`src/rtl/ibex_fp_rf_pkg.sv`:
```
// Shared types and constants for the FP register file with scoreboard.
// Latency: n/a (declarations only).
// Backpressure: n/a.
package ibex_fp_rf_pkg;

    // Number of read ports: rs1, rs2 and rs3 (rs3 feeds FMA).
    localparam int unsigned NumRdPorts = 3;

    // Write-port arbiter state: which writeback source wins a collision.
    typedef enum logic {
        LD_PRI  = 1'b0,
        FPU_PRI = 1'b1
    } arb_state_e;

endpackage

```
`src/rtl/ibex_fp_rf_wr_arb.sv`:
```
// Two-source write-port arbiter (load vs FPU writeback) for the FP register file.
// Latency: combinational grant; priority state updates on the next clk_i edge.
// Backpressure: the losing source sees ready low for at most one cycle, then wins.
module ibex_fp_rf_wr_arb
    import ibex_fp_rf_pkg::*;
(
    input  logic clk_i,
    input  logic rst_i,
    input  logic ld_valid_i,
    input  logic fpu_valid_i,
    output logic ld_ready_o,
    output logic fpu_ready_o
);

    arb_state_e state_q, state_d;
    logic       fpu_acc;

    // State register: loads have priority out of reset.
    always_ff @(posedge clk_i or posedge rst_i) begin
        if (rst_i) begin
            state_q <= LD_PRI;
        end else begin
            state_q <= state_d;
        end
    end

    // Grants: the priority source is always ready, the other only if the priority one is idle.
    always_comb begin
        ld_ready_o  = 1'b1;
        fpu_ready_o = 1'b1;
        case (state_q)
            LD_PRI:  fpu_ready_o = !ld_valid_i;
            FPU_PRI: ld_ready_o  = !fpu_valid_i;
            default: begin
                ld_ready_o  = 1'b1;
                fpu_ready_o = 1'b1;
            end
        endcase
    end

    assign fpu_acc = fpu_valid_i && fpu_ready_o;

    // Next state: a stalled FPU write gets priority next cycle, which it gives back straight away.
    always_comb begin
        state_d = state_q;
        case (state_q)
            LD_PRI: begin
                if (fpu_valid_i && !fpu_acc) begin
                    state_d = FPU_PRI;
                end
            end
            FPU_PRI: begin
                if (fpu_acc || !fpu_valid_i) begin
                    state_d = LD_PRI;
                end
            end
            default: state_d = LD_PRI;
        endcase
    end

endmodule

```
`src/rtl/ibex_fp_register_file_sb.sv`:
```
// FP register file with one arbitrated write port, three read ports and a busy scoreboard.
// Latency: reads combinational (optional same-cycle write forwarding), writes land in 1 cycle.
// Backpressure: issue stalls on a busy destination (WAW); writebacks stall at most 1 cycle.
module ibex_fp_register_file_sb
    import ibex_fp_rf_pkg::*;
#(
    parameter int unsigned           DataWidth   = 32,
    parameter int unsigned           NumWords    = 32,
    parameter bit                    ZeroReg0    = 1'b0,
    parameter bit                    BypassEn    = 1'b1,
    parameter bit                    WrenCheck   = 1'b0,
    parameter logic [DataWidth-1:0]  WordZeroVal = '0,
    localparam int unsigned          AddrWidth   = $clog2(NumWords)
) (
    input  logic                                  clk_i,
    input  logic                                  rst_i,
    input  logic [NumRdPorts-1:0][AddrWidth-1:0]  raddr_i,
    output logic [NumRdPorts-1:0][DataWidth-1:0]  rdata_o,
    output logic [NumRdPorts-1:0]                 rbusy_o,
    input  logic                                  iss_valid_i,
    input  logic [AddrWidth-1:0]                  iss_waddr_i,
    output logic                                  iss_ready_o,
    input  logic                                  fpu_valid_i,
    input  logic [AddrWidth-1:0]                  fpu_waddr_i,
    input  logic [DataWidth-1:0]                  fpu_wdata_i,
    output logic                                  fpu_ready_o,
    input  logic                                  ld_valid_i,
    input  logic [AddrWidth-1:0]                  ld_waddr_i,
    input  logic [DataWidth-1:0]                  ld_wdata_i,
    output logic                                  ld_ready_o,
    output logic [NumWords-1:0]                   busy_o,
    output logic                                  err_o
);

    // Storage is never reset; it only carries its power-up value.
    logic [DataWidth-1:0] mem_q [NumWords] = '{default: WordZeroVal};
    logic [NumWords-1:0]  busy_q, busy_d;
    logic                 err_q, err_d;

    logic                 ld_acc, fpu_acc;
    logic                 wr_en;
    logic [AddrWidth-1:0] wr_addr;
    logic [DataWidth-1:0] wr_data;
    logic                 iss_set;

    // Address maps onto a real, writable word (not out of range, not the hardwired zero).
    function automatic logic addr_live(input logic [AddrWidth-1:0] a);
        return (32'(a) < NumWords) && !(ZeroReg0 && (a == '0));
    endfunction

    // Scoreboard lookup that treats out-of-range addresses as never busy.
    function automatic logic busy_at(input logic [NumWords-1:0] b, input logic [AddrWidth-1:0] a);
        return (32'(a) < NumWords) ? b[a] : 1'b0;
    endfunction

    ibex_fp_rf_wr_arb u_wr_arb (
        .clk_i       (clk_i),
        .rst_i       (rst_i),
        .ld_valid_i  (ld_valid_i),
        .fpu_valid_i (fpu_valid_i),
        .ld_ready_o  (ld_ready_o),
        .fpu_ready_o (fpu_ready_o)
    );

    // Grants are mutually exclusive, so one mux feeds the single physical write port.
    assign ld_acc  = ld_valid_i && ld_ready_o;
    assign fpu_acc = fpu_valid_i && fpu_ready_o;
    assign wr_addr = ld_acc ? ld_waddr_i : fpu_waddr_i;
    assign wr_data = ld_acc ? ld_wdata_i : fpu_wdata_i;
    // A write that coincides with reset is dropped along with ignored/out-of-range ones.
    assign wr_en   = (ld_acc || fpu_acc) && addr_live(wr_addr) && !rst_i;

    assign iss_ready_o = !busy_at(busy_q, iss_waddr_i);
    assign iss_set     = iss_valid_i && iss_ready_o && addr_live(iss_waddr_i);

    // Storage write port: plain clocked write, no reset, keeps LUTRAM inference.
    always_ff @(posedge clk_i) begin
        if (wr_en) begin
            mem_q[wr_addr] <= wr_data;
        end
    end

    // Scoreboard next state: writeback clears, issue sets, set wins on the same word.
    always_comb begin
        busy_d = busy_q;
        for (int w = 0; w < int'(NumWords); w++) begin
            if (wr_en && (wr_addr == AddrWidth'(w))) begin
                busy_d[w] = 1'b0;
            end
            if (iss_set && (iss_waddr_i == AddrWidth'(w))) begin
                busy_d[w] = 1'b1;
            end
        end
    end

    // Sticky error: a writeback arrived for a word that had no outstanding issue.
    always_comb begin
        err_d = err_q;
        if (WrenCheck && wr_en && !busy_at(busy_q, wr_addr)) begin
            err_d = 1'b1;
        end
    end

    // Scoreboard and error flag reset immediately; storage does not.
    always_ff @(posedge clk_i or posedge rst_i) begin
        if (rst_i) begin
            busy_q <= '0;
            err_q  <= 1'b0;
        end else begin
            busy_q <= busy_d;
            err_q  <= err_d;
        end
    end

    // Read ports: zero word / out of range, then same-cycle forwarding, then storage.
    always_comb begin
        for (int p = 0; p < int'(NumRdPorts); p++) begin
            rdata_o[p] = '0;
            rbusy_o[p] = 1'b0;
            if (addr_live(raddr_i[p])) begin
                if (BypassEn && wr_en && (wr_addr == raddr_i[p])) begin
                    rdata_o[p] = wr_data;
                end else begin
                    rdata_o[p] = mem_q[raddr_i[p]];
                    rbusy_o[p] = busy_q[raddr_i[p]];
                end
            end
        end
    end

    assign busy_o = busy_q;
    assign err_o  = err_q;

endmodule

```
`config.mk`:
```
export PLATFORM = sky130hd
export DESIGN_NAME = ibex_fp_register_file_sb
export DESIGN_NICKNAME = d
export VERILOG_FILES = /design/src/rtl/ibex_fp_rf_pkg.sv /design/src/rtl/ibex_fp_rf_wr_arb.sv /design/src/rtl/ibex_fp_register_file_sb.sv
export SDC_FILE = /design/constraint.sdc
export NUM_CORES = 2
export LEC_CHECK = 0
export ABC_AREA = 1
export BUFFER_PORTS_ARGS = -buffer_cell sky130_fd_sc_hd__buf_4
export CAP_MARGIN = 20
export CORE_MARGIN = 5
export CORE_UTILIZATION = 25
export DETAILED_ROUTE_END_ITERATION = 7
export HOLD_SLACK_MARGIN = 0.03
export PLACE_DENSITY = 0.38
export SETUP_SLACK_MARGIN = 0.05
export SYNTH_ARGS = -nofsm -noshare
export SYNTH_HDL_FRONTEND = slang
export SYNTH_SLANG_ARGS = --single-unit
```
`constraint.sdc`:
```
create_clock -name clk_i -period 5.1 [get_ports clk_i]
set_input_delay 0.765 -clock clk_i [delete_from_list [all_inputs] [get_ports clk_i]]
set_output_delay 0.765 -clock clk_i [all_outputs]
set_load 0.02 [all_outputs]
```
== Word-level counts from Yosys, hierarchy flattened ==
Memories as Yosys holds them, arrays and structs flattened.
Cells that the tools add are included.
Storage, ports and cells
  input port bits: 99
  bits in writable memories: 1024
  latch bits: 0
  memory bits (read-only): 0
  bits in registers: 33
  logic and storage cells: 304
  memories kept: 1
  output and inout bits: 135
Cells by class
  order comparisons: 4
  mux-type cells: 87
  multipliers: 0
  shift-type cells: 0
  bitwise logic cells: 1
  $add $sub $neg: 0
  equal/unequal tests: 65
  reductions and logical operators: 113
  div/mod/pow operators: 0
Memories
  mem_q: depth 32, width 32, read ports 3, clocked after Yosys merged registers in 0, write ports 1, RTL line ibex_fp_register_file_sb.sv:36  | logic [DataWidth-1:0] mem_q [NumWords] = '{default: WordZeroVal};
Operator list (count)
  $eq 5x5->1 const B: 32
  $mux 32: 4
  $eq 5x4->1 const B: 16
  $mux 1: 77
  $logic_and 1x1->1: 72
  $reduce_bool 2->1: 32
  $eq 5x3->1 const B: 8
  $lt 5x6->1 const B: 4
  $bmux 1 s5: 4
  $eq 5x2->1 const B: 4
  $eq 5x5->1: 3
  $eq 5x1->1 const B: 2
  $logic_not 5->1: 2
  $logic_not 1->1: 5
  $mux 5: 1
  $logic_or 1x1->1: 2
  $pmux 1 s2: 1
  $not 1->1: 1

== Depth between registers and ports, before layout ==
  depth after elaboration: 8
  gate-level depth with buffers: 14
  mapped depth without buffers: 12

== Modules after synthesis ==
A second synthesis with hierarchy kept.
Unflattened totals
  cell total of the unflattened synthesis: 9071
  area total of the unflattened synthesis: 65853.2 µm²
Modules (own cells, without submodules)
  ibex_fp_register_file_sb: seq. area each 31550.3 µm², area each 65800.6 µm², cells an instance 9064, times used 1
  ibex_fp_rf_wr_arb: seq. area each 25.0 µm², area each 52.6 µm², cells an instance 7, times used 1

== Least setup slack after synthesis ==
OpenSTA, ideal clock, no wires.
  kind: input port to flip-flop
  start point: in ld_valid_i
  end point: mem mem_q[18][0] (enable)
  library setup time: 0.421 ns
  buffers on the path: 1
  data required time: 4.679 ns
  arrival: 3.063 ns
  cell stages on the path: 7
  slack: 1.616 ns
  cells stage by stage: buf_4 inv_1 a21oi_1 inv_1 nor3_2 nand2_1 nor2_1
On the way
  word-level cells in the longest chain between the ends: 7
  elaborated cells on any way between the ends: 9
  classes of those cells: mux (4); reduce/logical (5)
Ends and longest elaborated chain
  start, declared: RTL line ibex_fp_register_file_sb.sv:27  | input logic ld_valid_i,
  $logic_not 1->1: RTL line ibex_fp_rf_wr_arb.sv:32  | LD_PRI: fpu_ready_o = !ld_valid_i;
  $mux 1: RTL line ibex_fp_rf_wr_arb.sv:31  | case (state_q)
  $logic_and 1x1->1: RTL line ibex_fp_register_file_sb.sv:67  | assign fpu_acc = fpu_valid_i && fpu_ready_o;
  $logic_or 1x1->1: RTL line ibex_fp_register_file_sb.sv:71  | assign wr_en = (ld_acc || fpu_acc) && addr_live(wr_addr) && !rst_i;
  $logic_and 1x1->1: RTL line ibex_fp_register_file_sb.sv:71
  $mux 1: RTL line ibex_fp_register_file_sb.sv:78  | if (wr_en) begin
  $mux 1 (not written as such): RTL line ibex_fp_register_file_sb.sv:79  | mem_q[wr_addr] <= wr_data;
  end, declared: RTL line ibex_fp_register_file_sb.sv:36
Several ways; a longest one is shown, not always the timed one.

==> impl_metrics.ini <==
[timing]
rsz0062_at_grt = false
fin_crit_sh = 0.8935
fmax_mhz = 219.4
fin_worst_hold_slack_ns = 0.07302
slew-limit-headroom = 0.1632
finClkSkew_ns = 0.03340
finalSetupViolations = 0
tightest_slew_ns = 1.255
slew_violations = 0
fin_crit_ns = 4.557
tns_ns = 0
hold_viol = 0

[power_and_ir_drop]
p_seq_frac = 0.412
total_power_mw = 24.16
power_density_mw_per_mm2 = 316.7
internal_power_mw = 16.49
comb_power_share = 0.190
ir_drop_v = 0.0004037
swShare = 0.3176
p_leak_nw = 30.68
switchingPower_mw = 7.672
clockPowerShare = 0.398

[synth]
synth_area_leaders = edfxtp_1, nand2_1, nand3_1
yosysMostFrequentCell = nand2_1
ys_seq_area_frac = 0.4773
yosysTopAreaCell = edfxtp_1
synth_top_area_share = 0.4649
ys_seq_elements = 1057
synth_edf_count = 1024
synthCells = 9000
synth_area_mm2 = 0.06615
synth_ff_type = edfxtp_1
async_flop_share = 0.03122
ys_types = 31
ys_warn_count = 0
avgSynthCellArea_um2 = 7.350
synth_nets = 9099
synth.top_cells.by_count = nand2_1, nand3_1, edfxtp_1

[global_route]
grt.overflow.total = 0
grt_max_degree = 125
grt_pass1_wl_um = 504900
grtUsageTotal = 0.2552
antenna_found_initial = 12
grt_pass1_vias = 65900

[cells_and_area]
area_delta_synth_final_pct = 15.33
register_area_mm2 = 0.03158
n_fill_cell = 28080
drive_above_1_share = 0.08238
multi_input_area_mm2 = 0.03129
nNetsFinal = 8962

[cts]
clkTransAtPathRegs_ns = 0.05
cts_resized = 0
cts_root_buf = clkbuf_16
cts-buffers-inserted = 140
ctsLongestPathBuffers = 3
cts.sinks = 1057
hold_buffers = 0
htreeDepth = 4
cts_setup_buffers = 0
cts_tree = built
clkLatencyLatePin_ns = 0.80

[setup_path]
end_kind = output pin
worstPathArrival_ns = 3.79
critPathKind = reg2out
worst-endpoint-required_ns = 4.34
start_kind = flip-flop
crit_fanout = 17

[routing]
wl_per_cell_um = 29.12
drc = 0
vias = 68280
wl_um = 363800
ant_nets = 0
firstDrtPassIters = 8
viasPerCell = 5.466
drtIter0Drc = 7978

[floorplanning]
dieHeight_um = 524.4
ios = 234
start_util = 0.2515
rows = 188
dieArea_mm2 = 0.2750
coreArea_mm2 = 0.2630
die_w_um = 524.4

[min_path]
hold_path_class = in2async

[placed_design]
port_buffers = 232
finalWeightedCongestion = 0.8209
dp_hpwl_um = 195000

[run_status]
status = completed

[run]
drv_cap = 0
## registers in the layout (all words and copies together) (netlist names)
signal / flops
busy_o: 32
u_wr_arb.state_q: 1
mem_q: 1024
## metal layers
metal | vias to the layer above | global-route usage | wire, µm
li1 | 30260 | - | -
met1 | 33330 | 0.3312 | 149200
met2 | 3836 | 0.4150 | 166000
met3 | 856 | 0.04467 | 30080
met4 | 4 | 0.1154 | 18470
met5 | - | 0 | 27
## cells in the final DEF (no fill, tap or decap), drive strengths merged
cell type / instances
a21boi: 3
dfrtp: 33
nand2: 4109
nor3: 15
edfxtp: 1024
o211ai: 3
buf: 453
o21ai: 79
or2: 1
clkinvlp: 4
nand3: 2683
conb: 1
inv: 51
bufinv: 7
diode: 6
mux2: 32
clkinv: 58
nor2: 95
a21oi: 39
clkbuf: 183
nand4: 96
nand3b: 2
## power groups by stage
stage          Sequential (mW)  Clock (mW)  Combinational (mW)
6_report                  9.96        9.62                4.58
5_1_grt                   9.97        10.2                4.87
4_1_cts                   9.96        9.84                4.54
3_5_place_dp              10.1           0                4.53
3_3_place_gp              10.1           0                4.52
2_1_floorplan             10.1           0                2.41
## layout make-up
class / count / area share
inverters: 53 / 0.003690
clock inverters: 67 / 0.007020
repair buffers: 453 / 0.05822
flip-flops and latches: 1057 / 0.4139
well taps: 3515 / 0.05765
multi-input cells: 7158 / 0.4102
clock buffers: 183 / 0.04915
diodes: 6 / 0.0001968
## per-stage QoR
step,cell area [µm²],setup WS [ns],std cells,util
global placement,71930,0.8764,12230,0.2735
finish,76290,0.5431,12490,0.2901
floorplan,66150,1.616,9000,-
global route,76280,0.2999,12490,0.2901
detailed placement,71990,0.8476,12240,0.2737
CTS,76270,0.4308,12490,0.2900
## critical path: stages (launching register included)
cell and delay [ns]:
dfrtp_1 0.41, nand2_4 0.13, nand2_4 0.27, nand2_1 0.15, nand2_1 0.17, inv_1 0.18, nand2_1 0.11, a21oi_4 0.18
nand3_4 0.56, buf_4 0.45, nand3_1 0.10, nand2_1 0.08, buf_4 0.16
## cells by family (layout without fill, tap and decap cells)
kind of cell	count (synthesis)	in the layout	share of synthesized area
buffers and inverters	785	756	0.05296
AOI/OAI and AO/OA	124	124	0.01029
DFF	1057	1057	0.4773
and+or+nand+nor	7001	7001	0.4539
other	1	7	0.00005669
muxes	32	32	0.005448
## worst paths after layout
check                                 start                to  slack, ns  cells after the start
max                        u_wr_arb.state_q       rdata_o[91]       0.54                     12
min                                   rst_i  u_wr_arb.state_q       0.07                      3
max reg2reg                u_wr_arb.state_q      mem_q[10][9]       1.64                      9
min reg2reg                      busy_o[10]        busy_o[10]       0.53                      2
max in group asynchronous             rst_i         busy_o[3]       4.67                      3
min in group clk_i              fpu_valid_i  u_wr_arb.state_q       0.23                      3
Note: power is estimated with default switching activity, not from simulation.
